==> src/rtl/ibex_rf_ctx_ctrl.sv <==
// ibex_rf_ctx_ctrl
// Register-file context controller. Owns the active register bank index,
// accepts context-switch requests, drains in-flight writebacks, and can copy
// x1..xLast from the active bank into the target bank by borrowing register
// file port A (read address, write port). Outside a switch, core port A
// traffic passes straight through to the register file.
//
// Ports
//   clk_i, rst_ni                 clock, asynchronous active-low reset
//   switch_req_i                  switch request, held until switch_done_o
//   switch_ctx_i                  target bank, sampled on accept
//   switch_copy_i                 copy active bank into target, sampled on accept
//   wb_pending_i                  core has a register write in flight
//   switch_done_o                 one-cycle completion pulse
//   switch_err_o                  with done: target out of range, bank unchanged
//   stall_o                       core must not issue while a switch is running
//   ctx_o                         active bank
//   core_raddr_a_i .. core_we_a_i core port A read address and write port
//   rf_raddr_a_o .. rf_we_a_o     port A toward the register file
//   rf_rdata_a_i                  register file port A read data (copy source)
//   rf_rsel_o, rf_wsel_o          bank selects for reads and writes
module ibex_rf_ctx_ctrl #(
  parameter int unsigned NumRegFiles = 4,
  parameter bit          RV32E       = 1'b0,
  parameter int unsigned DataWidth   = 32,
  localparam int unsigned CtxW       = (NumRegFiles > 1) ? $clog2(NumRegFiles) : 1
) (
  input  logic                 clk_i,
  input  logic                 rst_ni,
  input  logic                 switch_req_i,
  input  logic [CtxW-1:0]      switch_ctx_i,
  input  logic                 switch_copy_i,
  input  logic                 wb_pending_i,
  output logic                 switch_done_o,
  output logic                 switch_err_o,
  output logic                 stall_o,
  output logic [CtxW-1:0]      ctx_o,
  input  logic [4:0]           core_raddr_a_i,
  input  logic [4:0]           core_waddr_a_i,
  input  logic [DataWidth-1:0] core_wdata_a_i,
  input  logic                 core_we_a_i,
  output logic [4:0]           rf_raddr_a_o,
  output logic [4:0]           rf_waddr_a_o,
  output logic [DataWidth-1:0] rf_wdata_a_o,
  output logic                 rf_we_a_o,
  input  logic [DataWidth-1:0] rf_rdata_a_i,
  output logic [CtxW-1:0]      rf_rsel_o,
  output logic [CtxW-1:0]      rf_wsel_o
);

  typedef enum logic [1:0] {
    IDLE,
    DRAIN,
    COPY,
    COMMIT
  } state_e;

  localparam logic [4:0]    LastReg    = RV32E ? 5'd15 : 5'd31;
  // Bank count widened by one bit so a target equal to NumRegFiles is
  // representable when NumRegFiles is a power of two.
  localparam logic [CtxW:0] NumRegsExt = (CtxW + 1)'(NumRegFiles);

  state_e          state_q, state_d;
  logic [CtxW-1:0] ctx_q;
  logic [CtxW-1:0] tgt_q;
  logic            copy_q;
  logic [4:0]      cnt_q;
  logic            drain_ok;
  logic            tgt_bad;

  function automatic logic out_of_range(input logic [CtxW-1:0] c);
    return {1'b0, c} >= NumRegsExt;
  endfunction

  // Writes already issued by the core must land in the current bank before
  // anything is copied or the bank index moves.
  assign drain_ok = !wb_pending_i && !core_we_a_i;
  assign tgt_bad  = out_of_range(tgt_q);

  // NOTE: sequential state uses non-blocking assignments so every register
  // samples the pre-edge values, independent of process evaluation order.
  always_ff @(posedge clk_i or negedge rst_ni) begin
    if (!rst_ni) begin
      state_q <= IDLE;
    end else begin
      state_q <= state_d;
    end
  end

  always_ff @(posedge clk_i or negedge rst_ni) begin
    if (!rst_ni) begin
      ctx_q  <= '0;
      tgt_q  <= '0;
      copy_q <= 1'b0;
      cnt_q  <= '0;
    end else begin
      unique case (state_q)
        IDLE: begin
          if (switch_req_i) begin
            tgt_q  <= switch_ctx_i;
            // Copying onto itself or into a non-existent bank is pointless.
            copy_q <= switch_copy_i && (switch_ctx_i != ctx_q) && !out_of_range(switch_ctx_i);
          end
        end
        DRAIN: begin
          if (drain_ok) cnt_q <= 5'd1;  // x0 is hardwired, start at x1
        end
        COPY: begin
          cnt_q <= cnt_q + 5'd1;
        end
        COMMIT: begin
          if (!tgt_bad) ctx_q <= tgt_q;
        end
        default: ;
      endcase
    end
  end

  // NOTE: every combinational output gets a default before the case so no
  // path leaves it unassigned and no latch is inferred.
  always_comb begin
    state_d = state_q;
    unique case (state_q)
      IDLE:    if (switch_req_i) state_d = DRAIN;
      DRAIN:   if (drain_ok) state_d = copy_q ? COPY : COMMIT;
      COPY:    if (cnt_q == LastReg) state_d = COMMIT;
      COMMIT:  state_d = IDLE;
      default: state_d = IDLE;
    endcase
  end

  always_comb begin
    rf_raddr_a_o  = core_raddr_a_i;
    rf_waddr_a_o  = core_waddr_a_i;
    rf_wdata_a_o  = core_wdata_a_i;
    rf_we_a_o     = core_we_a_i;
    rf_rsel_o     = ctx_q;
    rf_wsel_o     = ctx_q;
    switch_done_o = 1'b0;
    switch_err_o  = 1'b0;
    stall_o       = (state_q != IDLE);
    unique case (state_q)
      COPY: begin
        // Read xN from the active bank and write the same index of the target
        // bank in one cycle; the register file read is combinational.
        rf_raddr_a_o = cnt_q;
        rf_waddr_a_o = cnt_q;
        rf_wdata_a_o = rf_rdata_a_i;
        rf_we_a_o    = 1'b1;
        rf_wsel_o    = tgt_q;
      end
      COMMIT: begin
        rf_we_a_o     = 1'b0;
        switch_done_o = 1'b1;
        switch_err_o  = tgt_bad;
      end
      default: ;
    endcase
  end

  assign ctx_o = ctx_q;

endmodule

==> config.mk <==
export PLATFORM = sky130hd
export DESIGN_NAME = ibex_rf_ctx_ctrl
export DESIGN_NICKNAME = d
export VERILOG_FILES = /design/src/rtl/ibex_rf_ctx_ctrl.sv
export SDC_FILE = /design/constraint.sdc
export NUM_CORES = 1
export LEC_CHECK = 0
export ABC_AREA = 1
export CAP_MARGIN = 20
export CELL_PAD_IN_SITES_DETAIL_PLACEMENT = 1
export CELL_PAD_IN_SITES_GLOBAL_PLACEMENT = 1
export CORE_AREA = 2 2 101 78
export DETAILED_ROUTE_END_ITERATION = 6
export DIE_AREA = 0 0 103 80
export GPL_ROUTABILITY_DRIVEN = 0
export PLACE_DENSITY = 0.82
export SLEW_MARGIN = 15
export SYNTH_ARGS = -nofsm -noshare
export SYNTH_HDL_FRONTEND = slang
export SYNTH_SLANG_ARGS = --single-unit
==> constraint.sdc <==
create_clock -name clk_i -period 1.95 [get_ports clk_i]
set_input_delay 0.195 -clock clk_i [delete_from_list [all_inputs] [get_ports clk_i]]
set_output_delay 0.195 -clock clk_i [all_outputs]
set_load 0.01 [all_outputs]
======== After elaboration in Yosys (flattened, before gate mapping) ========
Index checks and enable logic that the tools add are counted.
word-level totals
  bits in registers ....................... 12
  input port bits ......................... 82
  logic and storage cells ................. 37
operators by class
  add/subtract/negate cells ............... 1
  eq/ne operators ......................... 8
  mux-type cells .......................... 13
  reductions and logical operators ........ 10
operator list
  kind                 number
  $mux 32              1
  $mux 5               3
  $pmux 5 s2           1
  $mux 2               4
  $pmux 2 s4           1
  $ne 2x2->1 const B   3
  $add 5x1->5 const B  1
  $eq 5x5->1 const B   1
  $eq 2x2->1 const B   2
  $reduce_and 2->1     2
  $reduce_bool 2->1    2
  $reduce_and 3->1     1
  $eq 2x1->1 const B   1
  $logic_and 1x1->1    2
  $logic_not 1->1      2
  $logic_not 2->1      1
  $mux 1               2
  $ne 2x2->1           1
  $pmux 1 s2           1

======== Longest topological paths before layout ========
Gate-level depths: netlist (run 1).
  depth in word-level cells ............... 4
  depth in mapped cells ................... 10

======== Worst setup path before layout (run 1) ========
No wires, ideal clock.
  kind .................................... reg2out
  start point ............................. register state_q[0]
  end point ............................... output port rf_wdata_a_o[24]
  arrival ................................. 1.319 ns
  required time ........................... 1.755 ns
  setup slack ............................. 0.436 ns
  stages on the path, launching flop included .. 6
  path buffers ............................ 2
  cells stage by stage .................... dfrtp_1 > inv_1 > ha_1 > buf_6 > buf_6 > mux2_4
between the ends
  longest elaborated chain between the ends .. 2
RTL lines
  element                   RTL line  RTL
  start: declaration        63        state_e state_q, state_d;
  start signal: assignment  86        state_q <= state_d;
  $eq 2x2->1                142       unique case (state_q)
  $mux 32                   142
  end: declaration          44        output logic [DataWidth-1:0] rf_wdata_a_o,
No other way between the ends.

======== Worst setup path in the final report (run 1) ========
  start point ............................. register state_q[0]
  end point ............................... output port rf_wdata_a_o[11]
Same word-level chain as after synthesis.

==> results of run 1 <==
through the flow:
step / TNS (ns) / hold slack [ns] / util, % / total power, mW
6_report: 0 / 0.317 / 38.6 / 3.08
5_1_grt: -0.00364 / 0.354 / 38.6 / 3.33
4_1_cts: -0.954 / 0.341 / 38.9 / 3.01
3_5_place_dp: 0 / 0.507 / 37.6 / 2.72
3_3_place_gp: 0 / 0.493 / 37.6 / 2.67
2_1_floorplan: 0 / -0.101 / - / 1.61
state kept, by name, indices dropped and copies added, names as in the netlist:
name,cells
state_q,2
tgt_q,2
cnt_q,5
ctx_o,2
copy_q,1
worst paths after layout:
kind	depth (start not counted)	from	endpoint	slack (ns)
min in group clk_i	2	tgt_q[1]	tgt_q[1]	0.52
worst max register to register	10	cnt_q[0]	state_q[0]	0.41
worst max-delay path	6	state_q[0]	rf_wdata_a_o[11]	0.06
worst min register to register	2	tgt_q[1]	tgt_q[1]	0.52
max in group asynchronous	1	rst_ni	copy_q	1.26
worst min-delay path	1	rst_ni	ctx_o[0]	0.32
routing by layer:
| layer | global-route usage [%] | vias to the layer above |
|---|---|---|
| li1 | - | 795 |
| met1 | 12.5 | 773 |
| met2 | 23.8 | 78 |
| met3 | 4.38 | 5 |
| met4 | 4.61 | 0 |
| met5 | 0 | - |
placed cells by master, fill, tap and decap left out, types with 3 or more instances in the layout:
| cell | count |
|---|---|
| o21ai_0 | 16 |
| ha_1 | 5 |
| inv_1 | 23 |
| buf_12 | 3 |
| clkdlybuf4s50_1 | 88 |
| buf_4 | 5 |
| mux2_4 | 7 |
| mux2_2 | 25 |
| clkbuf_2 | 23 |
| nand3_1 | 6 |
| nor2_1 | 3 |
| clkbuf_8 | 4 |
| dfrtp_1 | 12 |
| nand2_1 | 42 |
| clkdlybuf4s15_1 | 7 |
| dlygate4sd2_1 | 11 |
| dlymetal6s2s_1 | 3 |
timing repair:
action                     CTS  global route
gates resized for setup     58            48
setup endpoints to repair   44            29
setup buffers                1             2
gates cloned                 1             1
pin swaps                    1             0
layout make-up:
class                           instances  area share (%)
Clock buffer                            4            1.97
Inverter                               25            3.36
Multi-Input combinational cell        115            29.9
Sequential cell                        12            10.8
Tap cell                              101            4.53
Timing Repair Buffer                  144            49.4
power by group:
part | internal (mW) | total [mW] | leakage, nW | switching (mW)
logic | 1.31 | 2.35 | 1.13 | 1.04
clock network | 0.179 | 0.278 | 0.0288 | 0.0988
registers | 0.351 | 0.451 | 0.153 | 0.0995
total | 1.84 | 3.08 | 1.31 | 1.24
worst max-delay path: cells and delay by family (launching register included):
kind	cells	cell delay [ns]
buffers and inverters	4	0.54
flip-flops	1	0.38
multiplexers	1	0.33
adder cells (fa/ha/maj)	1	0.18
cell families (layout without fill, tap and decap cells):
family	after synthesis	count (layout)	synth area share, %
flip-flops	12	12	23.6
other	1	1	0.294
XOR/XNOR	2	2	1.37
AO/OA/AOI/OAI	18	18	7.07
AND/OR/NAND/NOR	55	55	17.7
adder cells (fa/ha/maj)	7	7	6.87
multiplexers	32	32	30.3
buffers and inverters	34	173	12.9
==> out/qor.csv, run 1 <==
stage;metric;value;unit
sta;Rel. slew slack;61.6;%
cts;Post-CTS Hold Fix Bufs;0;
drt;drt wl/cell;13.4;microns
floorplanning;I/O pin count;134;
layout;design area;2790;sq um
grt;vias in the first global route;1734;
sta;final worst-path cycle share;96.7;%
cts;H-tree depth;1;
synth;most common cell in the synthesized netlist;nand2_1;
synth;number of synthesized register bits;12;
sta;Fin Clk Skew;0.00130;ns
floorplanning;die width;103;microns
drt;post-route ant nets;0;
critical_path;CP Cell Sequence;inv_2, ha_4, buf_12, buf_16, mux2_2, clkdlybuf4s15_1;
critical_path;Critical Path Max Stage Delay;0.38;ns
grt;largest net degree at the start of global routing;17;
synth;share of the synthesized area in the top cell type;23.6;%
layout;flip-flop and latch area;300;sq um
layout;number of nets in the layout;390;
critical_path;Worst path slowest cell;dfrtp_1;
power_and_ir_drop;Max IR drop VDD;0.285;mV
grt;GRT overflow;0;
sta;clock period minus final worst setup slack;1.89;ns
critical_path;Crit path arrival time;1.69;ns
placed_design;Buffers on Ports;132;
floorplanning;Die Y;80;microns
grt;initial antenna violation count;0;
cts;Clock Latency Late Sink;0.25;ns
synth;number of library cell types mapped by synthesis;19;
cts;cts bufs inserted;3;
drt;met2 wire length;2820;microns
floorplanning;core area;7230;sq um
synth;Yosys top cell by area;dfrtp_1;
cts;CTS Sinks;12;
synth;largest cells by area after synthesis;dfrtp_1, mux2_2, nand2_1;
placed_design;dpl cells;392;
grt;first-pass GRT wire length;8030;microns
layout;filler cell count in the final layout;882;
critical_path;CP startpoint kind;flip-flop;
layout;Ant. Diodes;0;
placed_design;hpwl dp;4360;microns
worst_hold_path;Min-Delay Path Class;in2async;
synth;Post-synth EDFFs;0;
drt;via count;1651;
cts;register clock-pin slew on the reported worst setup and hold paths;0.05;ns
synth;Seq/Total Area, Yosys;23.6;%
critical_path;WP data required;1.75;ns
sta;Tightest Pin Transition;0.574;ns
floorplanning;die area;8240;sq um
synth;Mean Syn Cell Area;7.92;sq um
grt;Total GRT Usage;12.6;%
power_and_ir_drop;Power Density;1100;nW/um^2
layout;layout cells sized above 1;25.3;%
layout;multi-input logic area;836;sq um
run;# Max-Cap Violations;0;
sta;Final Max Slew Viols;0;
drt;Via density;4.12;
drt;drt first-iter violations;34;
drt;top sig layer;met4;
layout;Final Non-Filler Cells;401;
drt;WL met1;1930;microns
layout;Layout area overhead;119;%
sta;endpoints failing hold;0;
run_status;status;finished clean;
drt;final WL;5370;microns
synth;Top FF cell, synth;dfrtp_1;
cts;Root Buffer;clkbuf_8;
synth;mapped cell area;1270;sq um
floorplanning;num rows;27;
synth;Post-synth top cells;nand2_1, mux2_2, inv_1, o21ai_0, dfrtp_1;
drt;first drt pass iteration count;4;
floorplanning;initial core utilization;17.6;%
synth;synth warn;0;
synth;post-synth net total;250;
synth;cell count after synthesis;161;
critical_path;CP Max Fanout;7;
drt;number of remaining DRC errors;0;
critical_path;critical path class;reg2out;
sta;setup violators final;0;
cts;CTS max path bufs;2;
synth;ys async rst share;100;%
power_and_ir_drop;Lkg Pwr;1.31;nW
placed_design;Placement Cell Area;2720;sq um
placed_design;DP Worst Slack;0.0161;ns
cts;CTS tree;built;
sta;fin worst setup slack;0.0648;ns
drt;met3 WL;554;microns
sta;fmax;530;MHz
critical_path;CP endpoint kind;output pin;
No activity file was read; power rests on OpenSTA's default activity.
==> run 2: changes to the inputs <==
Settings changed: HOLD_SLACK_MARGIN set to 0.03.
==> results of run 2 <==
Final layout, timing and power as in run 1 (identical DEF).
